[src/rtl/reg_writeback.sv]
// Register-file writeback arbiter: merges in-order load responses with ALU results,
// tracks outstanding load destinations in a tag FIFO and a busy scoreboard, and
// raises a sticky error on protocol violations.
module reg_writeback #(
    parameter int unsigned DEPTH = 4,
    parameter int unsigned XLEN  = 32
) (
    input  logic            clk_i,
    input  logic            rst_ni,
    input  logic            alu_valid_i,
    input  logic [4:0]      alu_rd_i,
    input  logic [XLEN-1:0] alu_data_i,
    output logic            alu_ready_o,
    input  logic            issue_load_i,
    input  logic [4:0]      issue_rd_i,
    output logic            ld_ready_o,
    input  logic            ld_valid_i,
    input  logic [XLEN-1:0] ld_data_i,
    input  logic [4:0]      rs1_i,
    input  logic [4:0]      rs2_i,
    output logic            stall_o,
    output logic [4:0]      a3_o,
    output logic [XLEN-1:0] wd3_o,
    output logic            en_o,
    output logic            err_o
);

    localparam int unsigned PtrW = (DEPTH > 1) ? $clog2(DEPTH) : 1;
    localparam logic [PtrW:0] DepthCnt = (PtrW + 1)'(DEPTH);

    logic [4:0]      tag_q [DEPTH];
    logic [PtrW-1:0] wr_ptr_q, rd_ptr_q;
    logic [PtrW:0]   count_q, count_d;
    logic [31:0]     busy_q, busy_d;
    logic [4:0]      a3_q, a3_d;
    logic [XLEN-1:0] wd3_q, wd3_d;
    logic            en_q, en_d;
    logic            err_q, err_d;

    logic       empty, full, pop, push, ld_err, issue_bad;
    logic       alu_go, alu_waw, alu_wr;
    logic [4:0] head;

    assign empty     = (count_q == '0);
    assign full      = (count_q == DepthCnt);
    assign head      = tag_q[rd_ptr_q];
    assign pop       = ld_valid_i && !empty;
    assign ld_err    = ld_valid_i && empty;
    // A same-cycle pop frees a slot, so a full queue only blocks issue without a response.
    assign issue_bad = (full && !ld_valid_i) || ((issue_rd_i != 5'd0) && busy_q[issue_rd_i]);
    assign push      = issue_load_i && !issue_bad;
    // Load responses own the write port; the ALU source holds its result while blocked.
    assign alu_go    = alu_valid_i && !ld_valid_i;
    assign alu_waw   = alu_go && (alu_rd_i != 5'd0) && busy_q[alu_rd_i];
    assign alu_wr    = alu_go && !alu_waw;

    assign alu_ready_o = !ld_valid_i;
    assign ld_ready_o  = !full;
    assign stall_o     = ((rs1_i != 5'd0) && busy_q[rs1_i]) || ((rs2_i != 5'd0) && busy_q[rs2_i]);
    assign a3_o        = a3_q;
    assign wd3_o       = wd3_q;
    assign en_o        = en_q;
    assign err_o       = err_q;

    // Next-state for queue occupancy, scoreboard, write port and error flag.
    always_comb begin
        count_d = count_q;
        unique case ({push, pop})
            2'b10:   count_d = count_q + 1'b1;
            2'b01:   count_d = count_q - 1'b1;
            default: count_d = count_q;
        endcase

        // Clear lands with the register-file write; a same-edge set of that register wins.
        busy_d = busy_q;
        if (en_q) begin
            busy_d[a3_q] = 1'b0;
        end
        if (push && (issue_rd_i != 5'd0)) begin
            busy_d[issue_rd_i] = 1'b1;
        end
        busy_d[0] = 1'b0;

        a3_d  = a3_q;
        wd3_d = wd3_q;
        en_d  = 1'b0;
        if (pop) begin
            a3_d  = head;
            wd3_d = ld_data_i;
            en_d  = (head != 5'd0);
        end else if (alu_wr) begin
            a3_d  = alu_rd_i;
            wd3_d = alu_data_i;
            en_d  = (alu_rd_i != 5'd0);
        end

        err_d = err_q | (issue_load_i && issue_bad) | ld_err | alu_waw;
    end

    // Control state; reset discards any loads in flight.
    always_ff @(posedge clk_i or negedge rst_ni) begin
        if (!rst_ni) begin
            wr_ptr_q <= '0;
            rd_ptr_q <= '0;
            count_q  <= '0;
            busy_q   <= '0;
            a3_q     <= '0;
            wd3_q    <= '0;
            en_q     <= 1'b0;
            err_q    <= 1'b0;
        end else begin
            if (push) begin
                wr_ptr_q <= wr_ptr_q + 1'b1;
            end
            if (pop) begin
                rd_ptr_q <= rd_ptr_q + 1'b1;
            end
            count_q <= count_d;
            busy_q  <= busy_d;
            a3_q    <= a3_d;
            wd3_q   <= wd3_d;
            en_q    <= en_d;
            err_q   <= err_d;
        end
    end

    // Tag storage needs no reset: entries are only read once the count covers them.
    always_ff @(posedge clk_i) begin
        if (push) begin
            tag_q[wr_ptr_q] <= issue_rd_i;
        end
    end

endmodule

[config.mk]
export PLATFORM = sky130hd
export DESIGN_NAME = reg_writeback
export DESIGN_NICKNAME = d
export VERILOG_FILES = /design/src/rtl/reg_writeback.sv
export SDC_FILE = /design/constraint.sdc
export NUM_CORES = 1
export LEC_CHECK = 0
export BUFFER_PORTS_ARGS = -buffer_cell sky130_fd_sc_hd__buf_2
export CAP_MARGIN = 20
export CORE_ASPECT_RATIO = 1.25
export CORE_MARGIN = 10
export CORE_UTILIZATION = 50
export CTS_CLUSTER_SIZE = 10
export DETAILED_ROUTE_END_ITERATION = 12
export PLACE_DENSITY = 0.86
export SLEW_MARGIN = 20
export SYNTH_ARGS = -nofsm -noshare
export SYNTH_HDL_FRONTEND = slang
export SYNTH_SLANG_ARGS = --single-unit
[constraint.sdc]
create_clock -name clk_i -period 2.5 [get_ports clk_i]
set_clock_uncertainty 0.05 [all_clocks]
set_input_delay 0.25 -clock clk_i [delete_from_list [all_inputs] [get_ports clk_i]]
set_output_delay 0.25 -clock clk_i [all_outputs]
set_load 0.02 [all_outputs]
Word-level counts from Yosys, hierarchy flattened
Memory sizes are Yosys's and may differ from the RTL's.
Cells that the tools add are included.
{"block": "word_totals", "out_inout_bits": 42, "memories": 1, "inputBits": 89, "ram_bits": 20, "register_bits": 77, "word_cells": 82}
{"block": "op_classes", "add_sub_neg": 4, "n_eq_ne": 3, "order_cmp": 7, "reduce_logical": 30, "n_bitwise": 6, "muxes": 23}
{"memory": "tag_q", "words": 4, "width": 5, "read_ports": 1, "rd_ports_with_merged_regs": 0, "write_ports": 1, "line_no": "31", "rtl": "logic [4:0] tag_q [DEPTH];"}
{"cell": "$mux W32", "n": 4}
{"cell": "$and A32 B32 Y32", "n": 1}
{"cell": "$not A32 Y32", "n": 1}
{"cell": "$or A32 B32 Y32", "n": 1}
{"cell": "$lt A5 B6 Y1 const B", "n": 5}
{"cell": "$reduce_bool A5 Y1", "n": 5}
{"cell": "$bmux W1 S5", "n": 4}
{"cell": "$logic_and A1 B1 Y1", "n": 15}
{"cell": "$demux W1 S5", "n": 2}
{"cell": "$ge A5 B1 Y1 const B", "n": 2}
{"cell": "$mux W1", "n": 10}
{"cell": "$mux W5", "n": 2}
{"cell": "$pmux W3 S2", "n": 1}
{"cell": "$logic_not A1 Y1", "n": 5}
{"cell": "$add A2 B1 Y2 const B", "n": 2}
{"cell": "$reduce_bool A2 Y1", "n": 2}
{"cell": "$add A3 B1 Y3 const B", "n": 1}
{"cell": "$eq A3 B3 Y1 const B", "n": 1}
{"cell": "$logic_not A3 Y1", "n": 1}
{"cell": "$or A1 B1 Y1", "n": 3}
{"cell": "$sub A3 B1 Y3 const B", "n": 1}
{"cell": "$eq A2 B1 Y1 const B", "n": 1}
{"cell": "$eq A2 B2 Y1 const B", "n": 1}
{"cell": "$logic_or A1 B1 Y1", "n": 2}

Logic depth before layout (Yosys ltp)
{"block": "logic_depth", "depth_word": 9, "depth_mapped": 14, "depth_no_buf": 11}

Worst setup path before layout
Ideal clock, no wire load.
{"block": "synth_path", "path_type": "input to register", "start": "input issue_rd_i[4]", "end": "register count_q[2]", "stages": 13, "arrival_ps": 2575, "slack_ps": -205, "required_ps": 2371, "setup_time_ps": 79, "n_path_buf": 2, "path_cell_list": "clkbuf_1 > or3b_2 > nand2b_1 > o2111ai_2 > nor4_4 > nand2_4 > buf_6 > ha_1 > inv_1 > fa_1 > xor2_1 > nor2_1 > xor2_1"}
{"block": "synth_via", "elab_chain_cells": 8, "elab_cells_between_ends": 11, "cone_classes": "2 x eq/ne; 3 x mux; 6 x reduce/logical"}
{"item": "from (decl)", "line_no": "15", "rtl": "input logic [4:0] issue_rd_i,"}
{"item": "$bmux W1 S5", "line_no": "50", "rtl": "assign issue_bad = (full && !ld_valid_i) || ((issue_rd_i != 5'd0) && busy_q[issue_rd_i]);"}
{"item": "$mux W1 (not written as such)", "line_no": "50"}
{"item": "$logic_and A1 B1 Y1 *", "line_no": "50"}
{"item": "$logic_or A1 B1 Y1 *", "line_no": "50"}
{"item": "$logic_not A1 Y1 *", "line_no": "51", "rtl": "assign push = issue_load_i && !issue_bad;"}
{"item": "$logic_and A1 B1 Y1 *", "line_no": "51"}
{"item": "$eq A2 B1 Y1 or $eq A2 B2 Y1 (tied branches)", "line_no": "68", "rtl": "unique case ({push, pop})"}
{"item": "$pmux W3 S2 or $reduce_bool A2 Y1 (tied branches)"}
{"item": "to (signal assigned)", "line_no": "118", "rtl": "count_q <= count_d;"}
{"item": "to (decl)", "line_no": "33", "rtl": "logic [PtrW:0] count_q, count_d;"}
Every way passes the cells marked *; elsewhere a longest branch is shown, timed or not. The select of a mux whose other input is x is not followed.
A chain may end at the register's enable or synchronous reset.

Worst setup path in the final report
{"block": "layout_path", "start": "register busy_q[21]", "end": "output stall_o"}
{"block": "layout_via", "elab_chain_cells": 4, "elab_cells_between_ends": 7, "cone_classes": "4 x mux; 3 x reduce/logical"}
{"item": "from (decl)", "line_no": "34", "rtl": "logic [31:0] busy_q, busy_d;"}
{"item": "from (signal assigned)", "line_no": "119", "rtl": "busy_q <= busy_d;"}
{"item": "$bmux W1 S5", "line_no": "59", "rtl": "assign stall_o = ((rs1_i != 5'd0) && busy_q[rs1_i]) || ((rs2_i != 5'd0) && busy_q[rs2_i]);"}
{"item": "$mux W1 (not written as such)", "line_no": "59"}
{"item": "$logic_and A1 B1 Y1", "line_no": "59"}
{"item": "$logic_or A1 B1 Y1 *", "line_no": "59"}
{"item": "to (decl)", "line_no": "21", "rtl": "output logic stall_o,"}
Marks and branches as above.

==> metrics.yaml <==
clock_path_buffers: 2
synth-edff-count: 20
place.gp.congestion: 0.952
cpMaxStageDelayCell: "mux4_2"
die_height_um: 144
dpl_cell_area_um2: 7230
hpwl_mm: 14.4
startpoint: "busy_q[21]"
hp-start: "ld_data_i[22]"
timing.max_cap.violations: 0
drtPass1Iterations: 5
critPathKind: "reg2out"
ys.flop_type: "dfrtp_1"
via_per_inst: 6.27
cts_tree: "built"
core_um2: 12100
synth_area_um2: 6130
drc: 0
synth.area.top_cells: "dfrtp_1 (31%), mux4_2 (11%), edfxtp_1 (9.8%), nor3_1 (7.9%), nor2_1 (4.3%)"
row_count: 45
power_leakage_nw: 3.18
synth_warnings: 0
layout_common_cells: "buf_2 (128), nor3_1 (96), dfrtp_1 (74)"
synth_seq_cells: 97
routed_wirelength_mm: 20.4
cts.clk_slew.worst_paths_ns: 0.08
grt_max_degree: 71
max_freq_mhz: 393
grt_first_pass_wirelength_mm: 32.4
die_area_um2: 17100
path_buf_inv: 2
crit_fanout: 3
tightest_slew_ns: 0.540
synthToLayoutAreaGrowth_pct: 26.9
start_util_pct: 50.6
numCtsBuffers: 9
wire_per_inst_um: 21.6
ys_types: 50
cp_cell_sequence: "buf_6 -> mux4_2 -> mux4_2 -> mux2i_1 -> nand2_1 -> buf_6"
violations: "negative setup slack"
ir_drop_uv: 641
antenna_cells: 0
clockRootBuffer: "clkbuf_16"
timing.hold.ws_ns: 0.140
vias: 5909
fin_area_um2: 7780
antenna_found_initial: 1
setup_slack_ns: -0.0453
drtIter0Drc: 706
cp_slowest_stage_delay_ns: 0.47
r2r-end: "count_q[1]"
synth_top_area_share_pct: 31.4
r2r_cells: 9
syn_avg_cell_area_um2: 9.89
cts.sinks: 97
die_width_um: 119
hp-class: "in2reg"
finalSetupViolations: 3
hold_violations: 0
port_buffers: 130
grt_util_all_layers_pct: 23.6
syn_nets: 715
synth_cells: 620
gr-total-overflow: 0
htreeDepth: 3
run_status: "finished, violations left"
nNetsFinal: 868
place_inst: 912
finalCritPeriodShare_pct: 102
maxSlewViolCount: 0
synth_seq_area_share_pct: 41.2
required_ns: 2.20
final_cells: 942
maxSlewHeadroom_pct: 64.0
async_flop_share_pct: 79.4
start_kind: "register"
finalCriticalPeriod_ns: 2.55
rrSetupSlack_ns: -0.03
min_to: "wd3_o[22]"
final_common_cell: "buf_2"
cellPowerDensity_nw_per_um2: 1050
rsz0062_at_grt: "true"
io_pins: 131
grt_pass1_vias: 5865
layout-drive-gt1-share_pct: 37.0
path_delay_family: "multiplexers"
endpoint_kind: "output pin"
cp_data_arrival_time_ns: 2.25
ant_nets: 0
hold_depth: 3
clk_latency_ns: 0.35
fillers: 934
dpl_worst_slack_ns: -0.135
reg2reg_from: "busy_q[21]"
yosys.area.top_type: "dfrtp_1"
registers in the layout, summed over array words and instances (netlist names):
register  count
wd3_o        32
busy_q       31
tag_q        20
a3_o          5
count_q       3
rd_ptr_q      2
wr_ptr_q      2
en_o          1
err_o         1
worst max path at each step:
stage / to / slack (ns) / cells after the start
after CTS: stall_o / -0.04 / 6
final: stall_o / -0.05 / 6
after global placement: count_q[2] / -0.06 / 12
after detailed placement: count_q[2] / -0.14 / 13
after global routing: count_q[2] / -0.13 / 11
after floorplan: count_q[2] / -0.09 / 12
cells in the mapped netlist, drive strengths merged (4+ instances only):
cell type / n
o22a: 4
buf: 20
ha: 5
nand2: 17
a21oi: 36
mux2: 5
o21ai: 40
mux4: 31
clkbuf: 34
nand2b: 8
xnor2: 4
mux2i: 16
nor2: 71
edfxtp: 20
o31ai: 32
dfrtp: 77
a211oi: 32
nand3b: 7
nand3: 8
and3: 8
nor3: 97
inv: 11
or3b: 5
worst min-delay path, stage by stage:
cell and delay, ns:
buf_2 0.10, a21oi_1 0.11, a211oi_1 0.05
per-layer routing:
layer	share of wire [%]	global-route usage (%)	wire (µm)
met5	0.088	0	18
met1	39	29.1	7900
met4	3.9	11.3	786
met2	48	38.2	9810
met3	9.1	5.73	1860
per-stage QoR:
stage	total power [mW]	setup TNS (ns)	util, %
2_1_floorplan	4.98	-0.162	-
3_3_place_gp	6.27	-0.0946	59.8
3_5_place_dp	6.43	-1.46	59.8
4_1_cts	7.96	-0.0796	63.0
5_1_grt	8.63	-0.348	64.2
6_report	8.14	-0.0861	64.2
kinds of logic after synthesis:
kind of cell	after synthesis	synth area share [%]
fa+ha+maj	6	1.35
buf+inv	65	4.94
flops	97	41.2
simple gates	233	18.8
mux	52	15.0
xor+xnor	6	0.857
compound gates	161	17.9
where the power goes:
group	switching [mW]	internal [mW]	total [mW]	leakage (nW)
logic	2.07	1.82	3.89	1.95
registers	0.658	2.19	2.85	1.08
clock network	0.693	0.714	1.41	0.150
final cells by class:
cell class | instances | area, µm² | share of cell area (%)
multi-input cells | 459 | 3430 | 44.0
flip-flops and latches | 97 | 2530 | 32.5
repair buffers | 195 | 1270 | 16.3
clock buffers | 9 | 225 | 2.90
well taps | 164 | 205 | 2.64
clock inverters | 7 | 81.3 | 1.05
inverters | 11 | 41.3 | 0.531
timing repair:
item | CTS | global route
endpoints found under the setup margin | 3 | 39
hold buffers | 1 | 0
pin swaps | 1 | 3
setup buffers | 6 | 6
gates resized for setup | 8 | 17
hold endpoints to repair | 77 | 0
gates cloned | 0 | 1
Note: power is estimated with default switching activity, not from simulation.
